### src/rtl/tape_pkg.sv
// Shared types and constants for the CSW cassette playback block.
// Holds the sequencer state encoding and the CSW framing constants.
package tape_pkg;

    typedef enum logic [2:0] {
        ST_IDLE  = 3'd0,
        ST_FETCH = 3'd1,
        ST_EXT0  = 3'd2,
        ST_EXT1  = 3'd3,
        ST_EXT2  = 3'd4,
        ST_EXT3  = 3'd5,
        ST_RUN   = 3'd6
    } state_t;

    // A zero byte announces a 32-bit little-endian length in the next four bytes.
    localparam logic [7:0] CSW_EXT_MARKER = 8'h00;

    localparam int SAMPLE_DIV_DEFAULT = 363;

endpackage

### src/rtl/tape_fifo.sv
// Synchronous byte FIFO with show-ahead read data and a flush input.
// Simultaneous push and pop are both honoured, also when full or empty.
module tape_fifo #(
    parameter int DEPTH = 16,
    parameter int W     = 8
) (
    input  logic                     clk,
    input  logic                     rst_n,
    input  logic                     clear,
    input  logic                     push,
    input  logic                     pop,
    input  logic [W-1:0]             wdata,
    output logic [W-1:0]             rdata,
    output logic                     full,
    output logic                     empty,
    output logic [$clog2(DEPTH):0]   count
);

    localparam int AW = $clog2(DEPTH);
    localparam int CW = AW + 1;
    localparam logic [CW-1:0] FULL_CNT = CW'(DEPTH);

    logic [W-1:0]  mem_q [DEPTH];
    logic [AW-1:0] wr_ptr_q, wr_ptr_d;
    logic [AW-1:0] rd_ptr_q, rd_ptr_d;
    logic [CW-1:0] count_q, count_d;
    logic          push_ok;
    logic          pop_ok;

    assign full    = (count_q == FULL_CNT);
    assign empty   = (count_q == '0);
    assign count   = count_q;
    assign push_ok = push & (!full | pop);
    assign pop_ok  = pop & (!empty | push);
    // When empty, a same-cycle push is passed straight through to the reader.
    assign rdata   = empty ? wdata : mem_q[rd_ptr_q];

    always_comb begin
        wr_ptr_d = wr_ptr_q;
        rd_ptr_d = rd_ptr_q;
        count_d  = count_q;
        if (clear) begin
            wr_ptr_d = '0;
            rd_ptr_d = '0;
            count_d  = '0;
        end else begin
            if (push_ok) wr_ptr_d = wr_ptr_q + AW'(1);
            if (pop_ok)  rd_ptr_d = rd_ptr_q + AW'(1);
            case ({push_ok, pop_ok})
                2'b10:   count_d = count_q + CW'(1);
                2'b01:   count_d = count_q - CW'(1);
                default: count_d = count_q;
            endcase
        end
    end

    always_ff @(posedge clk or negedge rst_n) begin
        if (!rst_n) begin
            wr_ptr_q <= '0;
            rd_ptr_q <= '0;
            count_q  <= '0;
        end else begin
            wr_ptr_q <= wr_ptr_d;
            rd_ptr_q <= rd_ptr_d;
            count_q  <= count_d;
        end
    end

    always_ff @(posedge clk) begin
        if (push_ok && !clear) mem_q[wr_ptr_q] <= wdata;
    end

endmodule

### src/rtl/tape_csw_player.sv
// CSW v1 cassette player: buffers RLE pulse lengths and toggles tape_level
// after each length has elapsed in sample periods derived from ce_16.
module tape_csw_player
    import tape_pkg::*;
#(
    parameter int   FIFO_DEPTH = 16,
    parameter int   SAMPLE_DIV = SAMPLE_DIV_DEFAULT,
    parameter logic INIT_LEVEL = 1'b0
) (
    input  logic       clk,
    input  logic       reset_n,
    input  logic       ce_16,
    input  logic       play,
    input  logic       stop,
    input  logic       motor,
    input  logic [7:0] din,
    input  logic       din_valid,
    output logic       din_ready,
    output logic       tape_level,
    output logic       playing,
    output logic       underrun,
    output logic [2:0] dbg_state
);

    localparam int DIV_W = (SAMPLE_DIV > 1) ? $clog2(SAMPLE_DIV) : 1;
    localparam logic [DIV_W-1:0] DIV_LAST = DIV_W'(SAMPLE_DIV - 1);
    localparam int CNT_W = $clog2(FIFO_DEPTH) + 1;

    state_t             state_q, state_d;
    logic [31:0]        len_q, len_d;
    logic [DIV_W-1:0]   div_q, div_d;
    logic               level_q, level_d;
    logic               underrun_q, underrun_d;
    logic               rdy_en_q;

    logic [7:0]         fifo_rdata;
    logic               fifo_full;
    logic               fifo_empty;
    logic [CNT_W-1:0]   fifo_count;
    logic               fifo_push;
    logic               fifo_pop;
    logic               adv;
    logic               tick;

    // Handshake: a byte transfers on a clk edge where din_valid & din_ready;
    // din_valid may be raised at any time, din_ready is low while full or in reset.
    assign din_ready  = rdy_en_q & !fifo_full;
    assign fifo_push  = din_valid & din_ready & !stop;
    assign adv        = play & motor;
    assign tick       = adv & ce_16 & (div_q == DIV_LAST);
    assign tape_level = level_q;
    assign underrun   = underrun_q;
    assign playing    = (state_q == ST_RUN) & adv;
    assign dbg_state  = state_q;

    tape_fifo #(
        .DEPTH (FIFO_DEPTH),
        .W     (8)
    ) u_fifo (
        .clk   (clk),
        .rst_n (reset_n),
        .clear (stop),
        .push  (fifo_push),
        .pop   (fifo_pop),
        .wdata (din),
        .rdata (fifo_rdata),
        .full  (fifo_full),
        .empty (fifo_empty),
        .count (fifo_count)
    );

    always_comb begin
        state_d    = state_q;
        len_d      = len_q;
        level_d    = level_q;
        underrun_d = underrun_q;
        fifo_pop   = 1'b0;
        div_d      = div_q;

        // The divider free-runs across pulses so record boundaries cost no time.
        if (adv && ce_16) div_d = tick ? '0 : div_q + DIV_W'(1);

        case (state_q)
            ST_IDLE: if (play) state_d = ST_FETCH;
            ST_FETCH: if (play && !fifo_empty) begin
                fifo_pop = 1'b1;
                if (fifo_rdata == CSW_EXT_MARKER) begin
                    state_d = ST_EXT0;
                end else begin
                    len_d   = {24'h0, fifo_rdata};
                    state_d = ST_RUN;
                end
            end
            ST_EXT0: if (play && !fifo_empty) begin
                fifo_pop   = 1'b1;
                len_d[7:0] = fifo_rdata;
                state_d    = ST_EXT1;
            end
            ST_EXT1: if (play && !fifo_empty) begin
                fifo_pop    = 1'b1;
                len_d[15:8] = fifo_rdata;
                state_d     = ST_EXT2;
            end
            ST_EXT2: if (play && !fifo_empty) begin
                fifo_pop     = 1'b1;
                len_d[23:16] = fifo_rdata;
                state_d      = ST_EXT3;
            end
            ST_EXT3: if (play && !fifo_empty) begin
                fifo_pop     = 1'b1;
                len_d[31:24] = fifo_rdata;
                state_d      = ({fifo_rdata, len_q[23:0]} == 32'h0) ? ST_FETCH : ST_RUN;
            end
            ST_RUN: if (tick) begin
                len_d = len_q - 32'd1;
                if (len_q == 32'd1) begin
                    level_d = !level_q;
                    state_d = ST_FETCH;
                    if (fifo_count == '0) underrun_d = 1'b1;
                end
            end
            default: state_d = ST_IDLE;
        endcase

        if (stop) begin
            state_d    = ST_IDLE;
            len_d      = '0;
            level_d    = INIT_LEVEL;
            underrun_d = 1'b0;
            div_d      = '0;
            fifo_pop   = 1'b0;
        end
    end

    always_ff @(posedge clk or negedge reset_n) begin
        if (!reset_n) begin
            state_q    <= ST_IDLE;
            len_q      <= '0;
            div_q      <= '0;
            level_q    <= INIT_LEVEL;
            underrun_q <= 1'b0;
            rdy_en_q   <= 1'b0;
        end else begin
            state_q    <= state_d;
            len_q      <= len_d;
            div_q      <= div_d;
            level_q    <= level_d;
            underrun_q <= underrun_d;
            rdy_en_q   <= 1'b1;
        end
    end

endmodule

### config.mk
export PLATFORM = sky130hd
export DESIGN_NAME = tape_csw_player
export DESIGN_NICKNAME = d
export VERILOG_FILES = /design/src/rtl/tape_pkg.sv /design/src/rtl/tape_fifo.sv /design/src/rtl/tape_csw_player.sv
export SDC_FILE = /design/constraint.sdc
export NUM_CORES = 1
export LEC_CHECK = 0
export BUFFER_PORTS_ARGS = -buffer_cell sky130_fd_sc_hd__clkbuf_2
export CAP_MARGIN = 25
export CORE_MARGIN = 2
export CORE_UTILIZATION = 45
export DETAILED_ROUTE_END_ITERATION = 10
export GPL_TIMING_DRIVEN = 0
export HOLD_SLACK_MARGIN = 0.05
export SYNTH_ARGS = -nofsm -noshare
export SYNTH_HDL_FRONTEND = slang
export SYNTH_SLANG_ARGS = --single-unit
export TNS_END_PERCENT = 20
### constraint.sdc
create_clock -name clk -period 4.1 [get_ports clk]
set_input_delay 1.025 -clock clk [delete_from_list [all_inputs] [get_ports clk]]
set_output_delay 1.025 -clock clk [all_outputs]
set_load 0.01 [all_outputs]
### Word level (Yosys, flattened, before mapping)

Memories as Yosys holds them, arrays and structs flattened.
Cells that the tools add are included.

* flip-flop bits (word level): 60
* memory bits (writable): 128
* input port bits: 15
* output and inout bits: 7
* logic and storage cells: 126
* memories: 1

* add/sub/neg operators: 6
* eq/ne operators: 20
* multiplexer cells: 45
* bitwise operators: 11
* reductions and logical operators: 31

Memory list
* u_fifo.mem_q: words 16, bits a word 8, read ports 1, clocked after Yosys merged registers in 0, wr ports 1, RTL line tape_fifo.sv:23 `logic [W-1:0] mem_q [DEPTH];`

Operator list (number)
* 32-bit 2-to-1 mux: 4
* 8-bit case mux with 3 select lines: 4
* 3-bit 2-to-1 mux: 11
* 32-bit by 1-bit == test with 1-bit output (second input constant): 1
* 32-bit zero test: 1
* 32-bit by 1-bit subtractor with 32-bit output (second input constant): 1
* 9-bit 2-to-1 mux: 3
* 3-bit != test (second input constant): 8
* 3-bit case mux with 7 select lines: 1
* 5-bit AND reduction: 4
* 4-bit 2-to-1 mux: 4
* 8-bit 2-to-1 mux: 2
* 4-bit nonzero test: 4
* 1-bit 2-to-1 mux: 14
* 2-bit nonzero test: 7
* 5-bit case mux with 2 select lines: 1
* 9-bit by 1-bit adder with 9-bit output (second input constant): 1
* 1-bit bitwise AND: 9
* 3-bit == test (second input constant): 3
* 9-bit == test (second input constant): 1
* 4-bit by 1-bit adder with 4-bit output (second input constant): 2
* 8-bit zero test: 1
* 8-bit AND reduction: 1
* 3-bit by 2-bit == test with 1-bit output (second input constant): 2
* 17 further kinds: 23

### Depth between registers and ports, before layout

Gate-level depths: netlist (run 1).

* depth after elaboration: 11
* depth in mapped cells: 13
* gate-level depth less buffers: 12

### Cells and area by module

Synthesis (run 1) repeated with hierarchy kept, for this count alone.

* cells, all modules: 700
* area total of the unflattened synthesis: 9108.7 sq um

By module, submodules not included
* tape_fifo: instances 1, cells an instance 315, area an instance 5851.9 sq um, sequential area each 4169.0 sq um
* tape_csw_player: instances 1, cells an instance 385, area an instance 3256.9 sq um, sequential area each 1176.1 sq um

### Worst setup path before layout (run 1)

No wires, ideal clock.

* kind: input to register
* start: input port play
* end: register u_fifo.count_q[4], in the netlist u_fifo.count[4]
* setup time: 0.132 ns
* arrival: 3.325 ns
* slack: 0.644 ns
* stages on the path: 11
* path buffers: 0
* cells stage by stage: o21ai_0 -> a211oi_1 -> nand2b_1 -> or2_2 -> inv_1 -> ha_1 -> a21o_1 -> a21oi_1 -> mux2i_1 -> xnor2_1 -> nor2_1

* longest elaborated chain between the ends: 9
* elaborated cells on any way between the ends: 12
* those cells by class: eq/ne (2); mux (5); bitwise (3); reduce/logical (2)

Ends and longest elaborated chain
* start: declaration: RTL line tape_csw_player.sv:13 `input logic play,`
* 1-bit logical AND *
* 1-bit 2-to-1 mux * (2 in series)
* 1-bit 2-to-1 mux *: RTL line tape_csw_player.sv:125 `if (stop) begin`
* 1-bit OR: RTL line tape_fifo.sv:33 `assign push_ok = push & (!full | pop);`
* 1-bit bitwise AND: RTL line tape_fifo.sv:33
* 2-bit by 1-bit == test with 1-bit output or 2-bit == test (tied branches): RTL line tape_fifo.sv:49 `case ({push_ok, pop_ok})`
* 5-bit case mux with 2 select lines: RTL line tape_fifo.sv:49
* 5-bit 2-to-1 mux: RTL line tape_fifo.sv:42 `if (clear) begin`
* end signal: assignment: RTL line tape_fifo.sv:65 `count_q <= count_d;`
* end: declaration: RTL line tape_fifo.sv:26 `logic [CW-1:0] count_q, count_d;`

Mark *: on every way between the ends. The rest lies on a longest branch, timed or not.
A chain may end at the register's enable or synchronous reset.

### Worst setup path after layout (run 1)

* start: register u_fifo.rd_ptr_q[2]
* end: register len_q[15]

* longest elaborated chain between the ends: 5
* elaborated cells on any way between the ends: 8
* those cells by class: eq/ne (1); mux (4); reduce/logical (2); memory (1)

Ends and longest elaborated chain
* start: declaration: RTL line tape_fifo.sv:25 `logic [AW-1:0] rd_ptr_q, rd_ptr_d;`
* start signal: assignment: RTL line tape_fifo.sv:64 `rd_ptr_q <= rd_ptr_d;`
* memory read 16 x 8 bit *
* 8-bit 2-to-1 mux *: RTL line tape_fifo.sv:36 `assign rdata = empty ? wdata : mem_q[rd_ptr_q];`
* 8-bit zero test or 8-bit 2-to-1 mux (tied branches): RTL line tape_csw_player.sv:87, tape_csw_player.sv:99
* 3-bit != test (no line) or 8-bit case mux with 3 select lines (tied branches)
* 5-bit AND reduction (no line) or 32-bit 2-to-1 mux (tied branches)
* end signal: assignment: RTL line tape_csw_player.sv:145 `len_q <= len_d;`
* end: declaration: RTL line tape_csw_player.sv:30 `logic [31:0] len_q, len_d;`

Mark *: on every way between the ends. The rest lies on a longest branch, timed or not. The select of a mux whose other input is x is not followed.

==> key figures, run 1 <==
Outcome
  • Run status: finished clean

Cells and area
  • Share of layout cells above drive strength 1: 0.1614
  • Commonest non-fill, non-tap cells in the layout: edfxtp_1 (128), nor2_1 (64), nand2_1 (62)
  • Number of standard cells in the final layout excluding fillers: 1,052
  • Most frequent standard cell in the layout excluding fill and tap cells: edfxtp_1
  • Final core utilization: 0.5198
  • Diode count: 0
  • Synth-to-Final Area Change: 12.43%
  • Final nets: 803
  • Final design instance area without fill: 10,180 um2

Floorplan
  • I/O pin count: 22
  • Die Height: 145.9 um
  • Floorplan Core Area: 19,590 um2
  • Die footprint: 21,280 um2
  • Chip Width: 145.9 um
  • Std cell rows: 51
  • Initial standard-cell utilization of the core: 0.4623

Timing
  • Worst slew pin tran: 1.006 ns
  • Final number of setup-violating endpoints: 0
  • Final Hold Viols: 0
  • FMAX: 258.2 MHz
  • Setup clock skew after layout: 0.01411 ns
  • Final critical delay including setup and external delays: 3.873 ns
  • Setup repair after global routing missed its margin: false
  • Normalized max-slew margin: 0.3253
  • Final period util: 0.9446
  • Slew Viols, Final: 0

Logic synthesis
  • Share of flip-flops with an asynchronous set or reset: 0.3191
  • Yosys top cell area share: 0.4244
  • Cell count after synthesis: 728
  • Number of warning messages in the yosys log: 0
  • Predominant post-synthesis flop cell: edfxtp_1
  • Post-synthesis net count: 757
  • Cell types occupying the most area after synthesis: edfxtp_1 (42%), dfrtp_1 (17%), mux4_2 (6.0%)
  • Number of flops mapped to enable cells by yosys: 128
  • Post-synthesis cell type count: 71
  • Flip-flop and latch count after synthesis: 188
  • Syn_area_per_cell: 12.44 um2
  • Seq/Total Area, Yosys: 0.5902
  • Synth area leader: edfxtp_1
  • Post-synthesis instance area: 9056 um2

Placement
  • Placed cell areas: 9537 um2
  • HPWL reported at the end of detailed placement: 15,380 um
  • Number of I/O port buffers: 21
  • Placed cell count: 1,017
  • Placer Congestion: 0.8828

Worst setup path
  • Startpoint types: flip-flop
  • Arrival time reported for the critical path endpoint: 4.24 ns
  • Data required time of the critical path: 4.47 ns
  • Critical path type: reg -> reg
  • Kind of end point of the critical path: flip-flop
  • Crit-path max FO: 10
  • Launching point of the worst reg2reg path: u_fifo.rd_ptr_q[2]
  • Crit. Startpoint: u_fifo.rd_ptr_q[2]

Clock tree
  • Root buf cell: clkbuf_16
  • H-Tree Depth: 4
  • Largest buffer count on any clock path: 2
  • Sinks on Clock Net: 188
  • Cts-stage hold buffer count: 0
  • Num CTS Buffers: 17
  • Clock Pin Slew Worst Setup and Hold Paths: 0.07 ns
  • Clock tree from TritonCTS: built
  • Source-to-sink clock delay at the later pin of the worst-skew pair: 0.44 ns

Power and ir drop
  • Design internal power: 3.494 mW
  • Flop pwr share: 0.411
  • Total Power Consumption: 5.290 mW
  • Total leakage power: 3.801 nW
  • Peak ir drop on the vdd network: 0.2889 mV
  • Net switching power: 1.795 mW
  • PwrDens: 519.5 nW/um2
  • Comb power frac: 0.270
  • Switching power as a share of total power: 0.3394
  • Clk network pwr share: 0.319

Route
  • Detailed Route Iter0 Violations: 705
  • Final routed wire length divided by cell count: 21.22 um
  • ANT nets after route: 0
  • First-pass iteration count of the detailed router: 5
  • Drt via density: 5.941
  • DRC viols: 0
  • Routed vias: 6,250
  • Routed wire length: 22,330 um

Global routing
  • GRT met1 Usage: 0.2810
  • Remaining global-route overflow: 0
  • Met2 usage: 0.3608
  • Met3 routing resource usage after global routing: 0.04263
  • GRT Util Overall: 0.2165
  • Global-route wire length before repair: 35,410 um
  • Vias in the first global route: 6,390
  • Largest net degree at the start of global routing: 61
  • Number of antenna violations at the first check in global routing: 0
  • Grt peak-use layer: met2

Min path
  • Worst hold path type: reg -> reg
  • Hold path start: div_q[7]

Job
  • Number of max-capacitance violations reported: 0
-- sequential cells by signal, summed over array words and instances, names as in the netlist --
| name | count |
|---|---|
| u_fifo.mem_q | 128 |
| len_q | 32 |
| div_q | 9 |
| u_fifo.count | 5 |
| u_fifo.rd_ptr_q | 4 |
| u_fifo.wr_ptr_q | 4 |
| dbg_state | 3 |
| rdy_en_q | 1 |
| tape_level | 1 |
| underrun | 1 |
-- final cells by class --
type / instances / area, um2
clock buffers: 17 / 425.4
well taps: 265 / 331.6
flip-flops and latches: 188 / 5345
multi-input cells: 492 / 3527
clock inverters: 15 / 186.4
repair buffers: 27 / 152.6
plain buffers: 31 / 150.1
fillers: 1681 / 9408
inverters: 17 / 63.81
-- critical path, stage by stage, from the launching register on --
cell      delay, ns
dfrtp_1        0.33
clkbuf_1       0.36
clkbuf_1       0.62
mux2_2         0.41
o22a_1         0.21
a32o_1         0.24
nor2_1         0.49
nand2_1        0.20
nor3_4         0.39
buf_2          0.32
o21ai_0        0.14
nand2_1        0.08
-- path summary, 6_finish.rpt --
kind                             end  slack (ns)  cells past startpoint
hold / removal              div_q[7]        0.50                      1
setup / recovery           len_q[15]        0.23                     11
setup reg to reg           len_q[15]        0.23                     11
max in group asynchronous  len_q[20]        2.80                      1
min in group asynchronous  len_q[15]        0.72                      1
hold reg to reg             div_q[7]        0.50                      1
-- power groups by stage --
| stage | Clock, mW | Sequential, mW | Combinational, mW |
|---|---|---|---|
| CTS | 1.71 | 2.17 | 1.40 |
| finish | 1.69 | 2.17 | 1.43 |
| global route | 1.80 | 2.18 | 1.56 |
| global placement | 0 | 2.21 | 1.36 |
| floorplan | 0 | 2.19 | 0.967 |
| detailed placement | 0 | 2.21 | 1.37 |
-- stage by stage --
stage	hold WS, ns	setup TNS [ns]	worst slack, ns
final	0.5028	0	0.2272
after detailed placement	0.4991	-10.48	-0.4521
after floorplan	0.4634	0	0.6436
after global routing	0.5206	0	0.03290
after CTS	0.5052	0	0.08133
after global placement	0.4834	-15.72	-0.4058
-- layer usage --
layer  wire length [um]  part of all wire  up-vias
met2              11210              0.50      197
met4                460             0.021        0
met3               1055             0.047       38
li1                   -                 -     2857
met1               9597              0.43     3158
met5                  0                 0        -
-- synth_stat cells (all sizes together) (10+ instances only) --
master	n
mux2i	16
nand2	62
clkbuf	21
mux4	24
dfrtp	60
inv	17
o21ai	44
ha	13
nor3	25
and2	12
buf	10
xnor2	20
edfxtp	128
mux2	14
nand3	18
o22ai	13
a21oi	24
nor2	65
a21o	11
nand2b	13
-- cells by family (layout without fill, tap and decap cells) --
kind of cell	Yosys count	after routing	synth area share
XOR/XNOR	26	26	0.02515
AND/OR/NAND/NOR	254	254	0.1423
adder cells (fa/ha/maj)	14	14	0.02017
flip-flops	188	188	0.5902
other	1	1	0.0004141
buffers and inverters	48	107	0.02335
multiplexers	54	54	0.09519
AO/OA/AOI/OAI	143	143	0.1032
-- what timing repair did --
item / in CTS / in global routing
gates resized for setup: 1 / 4
pin swaps: 1 / 0
setup buffers: 3 / 0
hold endpoints to repair: 0 / 0
setup endpoints to repair: 35 / 23
Power figures use the tool's default switching activity.
==> run 2, diff against run 1 <==
--- a/config.mk
+++ b/config.mk
@@ -5,13 +5,17 @@
 export SDC_FILE = /design/constraint.sdc
 export NUM_CORES = 1
 export LEC_CHECK = 0
+export ABC_AREA = 1
 export BUFFER_PORTS_ARGS = -buffer_cell sky130_fd_sc_hd__clkbuf_2
 export CAP_MARGIN = 25
+export CELL_PAD_IN_SITES_DETAIL_PLACEMENT = 1
+export CELL_PAD_IN_SITES_GLOBAL_PLACEMENT = 1
 export CORE_MARGIN = 2
 export CORE_UTILIZATION = 45
 export DETAILED_ROUTE_END_ITERATION = 10
 export GPL_TIMING_DRIVEN = 0
 export HOLD_SLACK_MARGIN = 0.05
+export PLACE_DENSITY_LB_ADDON = 0.1
 export SYNTH_ARGS = -nofsm -noshare
 export SYNTH_HDL_FRONTEND = slang
 export SYNTH_SLANG_ARGS = --single-unit
==> constraint.sdc (replaced) <==
create_clock -name clk -period 4.5 [get_ports clk]
set_input_delay 1.125 -clock clk [delete_from_list [all_inputs] [get_ports clk]]
set_output_delay 1.125 -clock clk [all_outputs]
set_load 0.01 [all_outputs]
==> key figures, run 2 <==
Outcome
  • Run status: finished clean

Timing
  • FMAX: 264.8 MHz
  • Final period util: 0.8393
  • Normalized max-slew margin: 0.3070 (-0.01828)
  • Final worst slack: 0.7231 ns (+0.4959 ns)
  • Worst slew pin tran: 1.036 ns (+0.02966 ns)
  • Sum of negative setup slack: 0 ns (unchanged)
  • Setup repair after global routing missed its margin: false
  • Final critical delay including setup and external delays: 3.777 ns
  • Final Hold Viols: 0 (unchanged)
  • Slew Viols, Final: 0 (unchanged)
  • Final-layout worst hold slack: 0.4938 ns (-0.008962 ns)
  • Setup clock skew after layout: 0.01929 ns (+0.005183 ns)
  • Final number of setup-violating endpoints: 0 (unchanged)

Floorplan
  • Die Height: 150.8 um (+3.4%)
  • Initial standard-cell utilization of the core: 0.4597 (-0.002632)
  • Chip Width: 150.8 um (+3.4%)
  • Std cell rows: 53 (+3.9%)
  • Die footprint: 22,730 um2 (+6.8%)
  • I/O pin count: 22 (unchanged)
  • Floorplan Core Area: 21,090 um2 (+7.6%)

Worst setup path
  • Critical path type: reg -> out
  • Kind of end point of the critical path: primary output
  • Arrival time reported for the critical path endpoint: 2.65 ns (-1.59 ns)
  • Critical-path cell list: buf_2, inv_1, nor2_1, inv_1, nor2_4, inv_1, clkbuf_1, nor2_1, clkbuf_2
  • Library cell appearing most often on the critical path: inv_1
  • Crit-path slowest cell: dfrtp_1
  • Slowest stage delay, CP: 0.35 ns (-0.27 ns)
  • Data required time of the critical path: 3.38 ns (-1.09 ns)
  • Startpoint types: flip-flop
  • Crit-path max FO: 10 (unchanged)

Route
  • First-pass iteration count of the detailed router: 5 (unchanged)
  • Routed vias: 7,891 (+26%)
  • Drt via density: 5.423 (-8.7%)
  • Detailed Route Iter0 Violations: 507 (-28%)
  • DRC viols: 0 (unchanged)
  • ANT nets after route: 0 (unchanged)
  • Routed wire length: 28,870 um (+29%)
  • Final routed wire length divided by cell count: 19.84 um (-6.5%)

Power and ir drop
  • Switching power as a share of total power: 0.4274 (+0.08797)
  • Comb power frac: 0.368 (+0.098)
  • Total leakage power: 4.580 nW (+20%)
  • Clk network pwr share: 0.286 (-0.033)
  • PwrDens: 547.5 nW/um2 (+5.4%)
  • Total Power Consumption: 5.922 mW (+12%)
  • Design internal power: 3.391 mW (-2.9%)
  • Flop pwr share: 0.347 (-0.064)
  • Net switching power: 2.531 mW (+41%)
  • Peak ir drop on the vdd network: 0.3085 mV (+6.8%)

Logic synthesis
  • Number of flops mapped to enable cells by yosys: 128 (unchanged)
  • Share of flip-flops with an asynchronous set or reset: 0.3191 (unchanged)
  • Synth area leader: edfxtp_1
  • Cell types occupying the most area after synthesis: edfxtp_1 (40%), dfrtp_1 (15%), nand2_1 (13%)
  • Seq/Total Area, Yosys: 0.5514 (-0.03878)
  • Yosys top cell area share: 0.3965 (-0.02789)
  • Post-synthesis cell type count: 38 (-46%)
  • Cell count after synthesis: 1,126 (+55%)
  • Post-synthesis net count: 1,155 (+53%)
  • Predominant post-synthesis flop cell: edfxtp_1
  • Syn_area_per_cell: 8.608 um2 (-31%)
  • List of most frequent post-synthesis cells: nand2_1 (324), edfxtp_1 (128), inv_1 (120)
  • Flip-flop and latch count after synthesis: 188 (unchanged)
  • Number of warning messages in the yosys log: 0 (unchanged)
  • Cell with the most instances after synthesis: nand2_1
  • Post-synthesis instance area: 9693 um2 (+7.0%)

Global routing
  • Global-route wire length before repair: 45,490 um (+28%)
  • Remaining global-route overflow: 0 (unchanged)
  • GRT Util Overall: 0.2691 (+0.05259)
  • Vias in the first global route: 8,205 (+28%)
  • Number of antenna violations at the first check in global routing: 1 (+1)
  • Largest net degree at the start of global routing: 61 (unchanged)

Cells and area
  • Commonest non-fill, non-tap cells in the layout: nand2_1 (324), edfxtp_1 (128), inv_1 (120)
  • Final nets: 1,196 (+49%)
  • Final core utilization: 0.5130 (-0.006774)
  • Final design instance area without fill: 10,820 um2 (+6.2%)
  • Diode count: 0 (unchanged)
  • Flip-flop count of the largest register after layout: 128 (unchanged)
  • Largest register by flop count: u_fifo.mem_q
  • Largest registers: u_fifo.mem_q x128, len_q x32, div_q x9
  • Synth-to-Final Area Change: 11.60%
  • Number of standard cells in the final layout excluding fillers: 1,455 (+38%)
  • Share of layout cells above drive strength 1: 0.08898 (-0.07239)
  • Most frequent standard cell in the layout excluding fill and tap cells: nand2_1

Placement
  • Placed cell count: 1,422 (+40%)
  • Setup slack after placement: 1.163 ns (+1.615 ns)
  • Placer Congestion: 0.8629 (-2.3%)
  • Placed cell areas: 10,140 um2 (+6.4%)
  • HPWL reported at the end of detailed placement: 20,030 um (+30%)
  • Number of I/O port buffers: 21 (unchanged)

Clock tree
  • Count of cells resized by post-cts repair: 0 (-1)
  • Root buf cell: clkbuf_16
  • Num CTS Buffers: 17 (unchanged)
  • Cts-stage hold buffer count: 0 (unchanged)
  • Clock Pin Slew Worst Setup and Hold Paths: 0.09 ns (+0.02 ns)
  • Buffers inserted by post-CTS timing repair: 0 (-3)
  • H-Tree Depth: 4 (unchanged)
  • Largest buffer count on any clock path: 2 (unchanged)
  • Clock tree from TritonCTS: built
  • Sinks on Clock Net: 188 (unchanged)
  • Source-to-sink clock delay at the later pin of the worst-skew pair: 0.47 ns (+0.03 ns)

Job
  • Number of max-capacitance violations reported: 0 (unchanged)

Min path
  • Worst hold path type: reg -> reg
run 2: changes by cell type after synthesis, sizes merged, moves of 18 or more:
cell and delta:
mux4 -24, nand2 +267, nor2 +53, buf +18, o21ai +49, nand3 +101, inv +105
run 2: area by class of cell:
class,instances,area (um2)
sequential,188,5345
fill,2494,10270
buffer,39,247.7
tap,275,344.1
inverter,125,469.2
timing repair buffer,22,115.1
clock buffer,17,425.4
multi-input combinational,774,3631
clock inverter,15,240.2
run 2: path summary, 6_finish.rpt:
check | startpoint | endpoint | slack [ns] | cells after the start
worst min-delay path | len_q[21] | len_q[21] | 0.49 | 2
worst min register to register | len_q[21] | len_q[21] | 0.49 | 2
worst max-delay path | dbg_state[2] | playing | 0.72 | 9
min in group asynchronous | reset_n | len_q[13] | 0.81 | 1
max in group asynchronous | reset_n | u_fifo.wr_ptr_q[1] | 3.12 | 1
worst max register to register | u_fifo.rd_ptr_q[3] | len_q[10] | 1.33 | 11
run 2: cells by family (layout without fill, tap and decap cells):
group	count (synthesis)	after routing	share of synthesized area
AO/OA/AOI/OAI	140	140	0.07745
buffers and inverters	164	218	0.07396
other	1	1	0.0003869
AND/OR/NAND/NOR	603	603	0.2635
adder cells (fa/ha/maj)	14	14	0.01885
flip-flops	188	188	0.5514
XOR/XNOR	16	16	0.01446
run 2: metal layers:
metal,up-vias,global-route usage,wire [um]
met5,-,0,0
met4,0,0.08037,602
met2,161,0.4205,13230
met1,3893,0.3788,13440
li1,3792,-,-
met3,45,0.05606,1587
run 2: power by group through the flow:
stage | Clock (mW) | Sequential (mW) | Combinational, mW
detailed placement | 0 | 2.09 | 2.15
CTS | 1.71 | 2.05 | 2.17
floorplan | 0 | 2.07 | 1.45
global route | 1.77 | 2.07 | 2.43
finish | 1.69 | 2.05 | 2.18
global placement | 0 | 2.09 | 2.10
run 2: worst max-delay path: cells and delay by family, from the launching register on:
kind | cells | cell delay, ns
flops | 1 | 0.35
buf+inv | 6 | 1.17
simple gates | 3 | 0.67
==> run 3, diff against run 2 <==
--- a/config.mk
+++ b/config.mk
@@ -11,7 +11,7 @@
 export CELL_PAD_IN_SITES_DETAIL_PLACEMENT = 1
 export CELL_PAD_IN_SITES_GLOBAL_PLACEMENT = 1
 export CORE_MARGIN = 2
-export CORE_UTILIZATION = 45
+export CORE_UTILIZATION = 44
 export DETAILED_ROUTE_END_ITERATION = 10
 export GPL_TIMING_DRIVEN = 0
 export HOLD_SLACK_MARGIN = 0.05
==> constraint.sdc (replaced) <==
create_clock -name clk -period 3.14 [get_ports clk]
set_input_delay 0.785 -clock clk [delete_from_list [all_inputs] [get_ports clk]]
set_output_delay 0.785 -clock clk [all_outputs]
set_load 0.01 [all_outputs]
==> key figures, run 3 (synthesis results as in run 2) <==
Worst setup path
  • Count of buffer and inverter cells on the critical path: 6 (unchanged)
  • Slowest stage delay, CP: 0.36 ns (about the same)
  • Critical-path cell list: buf_2, inv_1, nor2_2, inv_1, nor2_4, inv_1, clkbuf_4, nor2_1, clkbuf_2
  • Crit-path max FO: 10 (unchanged)
  • Critical path's top delay family: buffers and inverters
  • Crit-path slowest cell: dfrtp_1
  • Data required time of the critical path: 2.35 ns (-1.03 ns)
  • Worst Reg-to-Reg Cells: 15 (+4)
  • Startpoint types: flip-flop
  • Library cell appearing most often on the critical path: inv_1
  • Arrival time reported for the critical path endpoint: 2.21 ns (-0.44 ns)
  • Critical path type: reg -> out
  • Depth of the critical timing path with buffers and inverters included: 9 (unchanged)
  • Kind of end point of the critical path: primary output

Global routing
  • GRT Util Overall: 0.2598 (-0.009278)
  • Largest net degree at the start of global routing: 61 (unchanged)
  • Vias in the first global route: 8,233 (+0.34%)
  • Number of antenna violations at the first check in global routing: 0 (-1)
  • Global-route wire length before repair: 46,320 um (+1.8%)
  • Remaining global-route overflow: 0 (unchanged)

Route
  • Drt via density: 5.438 (+0.26%)
  • ANT nets after route: 0 (unchanged)
  • DRC viols: 0 (unchanged)
  • Final routed wire length divided by cell count: 19.97 um (+0.64%)
  • Routed wire length: 29,150 um (+0.99%)
  • Routed vias: 7,939 (+0.61%)
  • Detailed Route Iter0 Violations: 562 (+11%)
  • First-pass iteration count of the detailed router: 5 (unchanged)

Cells and area
  • Largest register by flop count: u_fifo.mem_q
  • Synth-to-Final Area Change: 12.03%
  • Share of layout cells above drive strength 1: 0.09661 (+0.007627)
  • Final nets: 1,196 (unchanged)
  • Most frequent standard cell in the layout excluding fill and tap cells: nand2_1
  • Largest registers: u_fifo.mem_q x128, len_q x32, div_q x9
  • Diode count: 0 (unchanged)
  • Commonest non-fill, non-tap cells in the layout: nand2_1 (322), edfxtp_1 (128), inv_1 (120)
  • Final core utilization: 0.4991 (-0.01386)
  • Flip-flop count of the largest register after layout: 128 (unchanged)

Outcome
  • Run status: finished clean

Clock tree
  • Sinks on Clock Net: 188 (unchanged)
  • Clock Pin Slew Worst Setup and Hold Paths: 0.09 ns (about the same)
  • Source-to-sink clock delay at the later pin of the worst-skew pair: 0.46 ns (about the same)
  • Clock tree from TritonCTS: built
  • Num CTS Buffers: 17 (unchanged)
  • Largest buffer count on any clock path: 2 (unchanged)
  • Root buf cell: clkbuf_16
  • H-Tree Depth: 4 (unchanged)
  • Cts-stage hold buffer count: 0 (unchanged)

Job
  • Number of max-capacitance violations reported: 0 (unchanged)

Timing
  • Final critical delay including setup and external delays: 2.998 ns
  • Slew Viols, Final: 0 (unchanged)
  • Final Hold Viols: 0 (unchanged)
  • Final period util: 0.9549
  • Final number of setup-violating endpoints: 0 (unchanged)
  • Normalized max-slew margin: 0.3073 (about the same)
  • Worst slew pin tran: 1.035 ns (-0.0003813 ns)
  • FMAX: 333.5 MHz
  • Final-layout worst hold slack: 0.4716 ns (-0.02228 ns)
  • Setup clock skew after layout: 0.01816 ns (-0.001134 ns)
  • Setup repair after global routing missed its margin: true

Floorplan
  • Chip Width: 152.4 um (+1.1%)
  • Std cell rows: 54 (+1.9%)
  • Die Height: 152.4 um (+1.1%)
  • Initial standard-cell utilization of the core: 0.4455 (-0.01412)
  • Die footprint: 23,230 um2 (+2.2%)
  • Floorplan Core Area: 21,760 um2 (+3.2%)
  • I/O pin count: 22 (unchanged)

Min path
  • Worst hold path type: in -> async

Placement
  • Placer Congestion: 0.8383 (-2.9%)
  • HPWL reported at the end of detailed placement: 19,940 um (-0.42%)
  • Number of I/O port buffers: 21 (unchanged)

Power and ir drop
  • PwrDens: 781.4 nW/um2 (+43%)
  • Peak ir drop on the vdd network: 0.4030 mV (+31%)
  • Total leakage power: 4.592 nW (+0.26%)
==> run 3: cell count changes in the layout (fill, tap and decap cells not counted), moves of 2 or more <==
cell and change:
buf_2 -3, clkbuf_1 -3, clkbuf_4 +4, inv_6 +3
inv_8 -3, nand2_1 -2, nand2_2 +2, nor2_1 -2
nor2_2 +2
==> run 3: layout make-up <==
type | instances | area, um2
Multi-Input combinational cell | 774 | 3654
Clock buffer | 17 | 425.4
Tap cell | 280 | 350.3
Inverter | 125 | 473.0
Timing Repair Buffer | 23 | 126.4
Fill cell | 2587 | 10900
Buffer | 38 | 256.5
Sequential cell | 188 | 5345
Clock inverter | 15 | 229.0
==> run 3: final timing paths <==
kind | start | to | slack [ns]
worst max-delay path | dbg_state[2] | playing | 0.14
worst min-delay path | reset_n | len_q[1] | 0.47
worst max register to register | u_fifo.rd_ptr_q[1] | len_q[22] | 0.15
worst min register to register | underrun | underrun | 0.50
max in group asynchronous | reset_n | underrun | 2.09
min in group clk | underrun | underrun | 0.50
==> run 3: power by group <==
part           switching [mW]  total [mW]  internal [mW]
clock network            1.22        2.36           1.14
logic                    2.25        3.18          0.938
registers               0.151        2.94           2.79
==> run 3: stage by stage <==
step	cells	setup WS, ns	setup TNS [ns]	total power [mW]	instance area (um2)
3_3_place_gp	1427	0.08569	0	6.001	10150
4_1_cts	1460	0.04575	0	8.466	10820
5_1_grt	1460	-0.01138	-0.02119	8.980	10860
3_5_place_dp	1427	0.03682	0	6.076	10150
6_report	1460	0.1416	0	8.485	10860
2_1_floorplan	1126	0.7954	0	5.040	9693
==> run 3: timing repair <==
item / CTS / global route
gates resized for setup: 3 / 11
pin swaps: 1 / 0
endpoints found under the setup margin: 3 / 35
buffers inserted: 1 / 0
endpoints found under the hold margin: 0 / 0
==> run 3: metal layers <==
| metal | track usage | vias to the layer above | routed length [um] |
|---|---|---|---|
| li1 | - | 3801 | - |
| met1 | 0.3727 | 3919 | 13810 |
| met2 | 0.4170 | 185 | 13450 |
| met3 | 0.04238 | 34 | 1461 |
| met4 | 0.06261 | 0 | 423 |
| met5 | 0 | - | 0 |
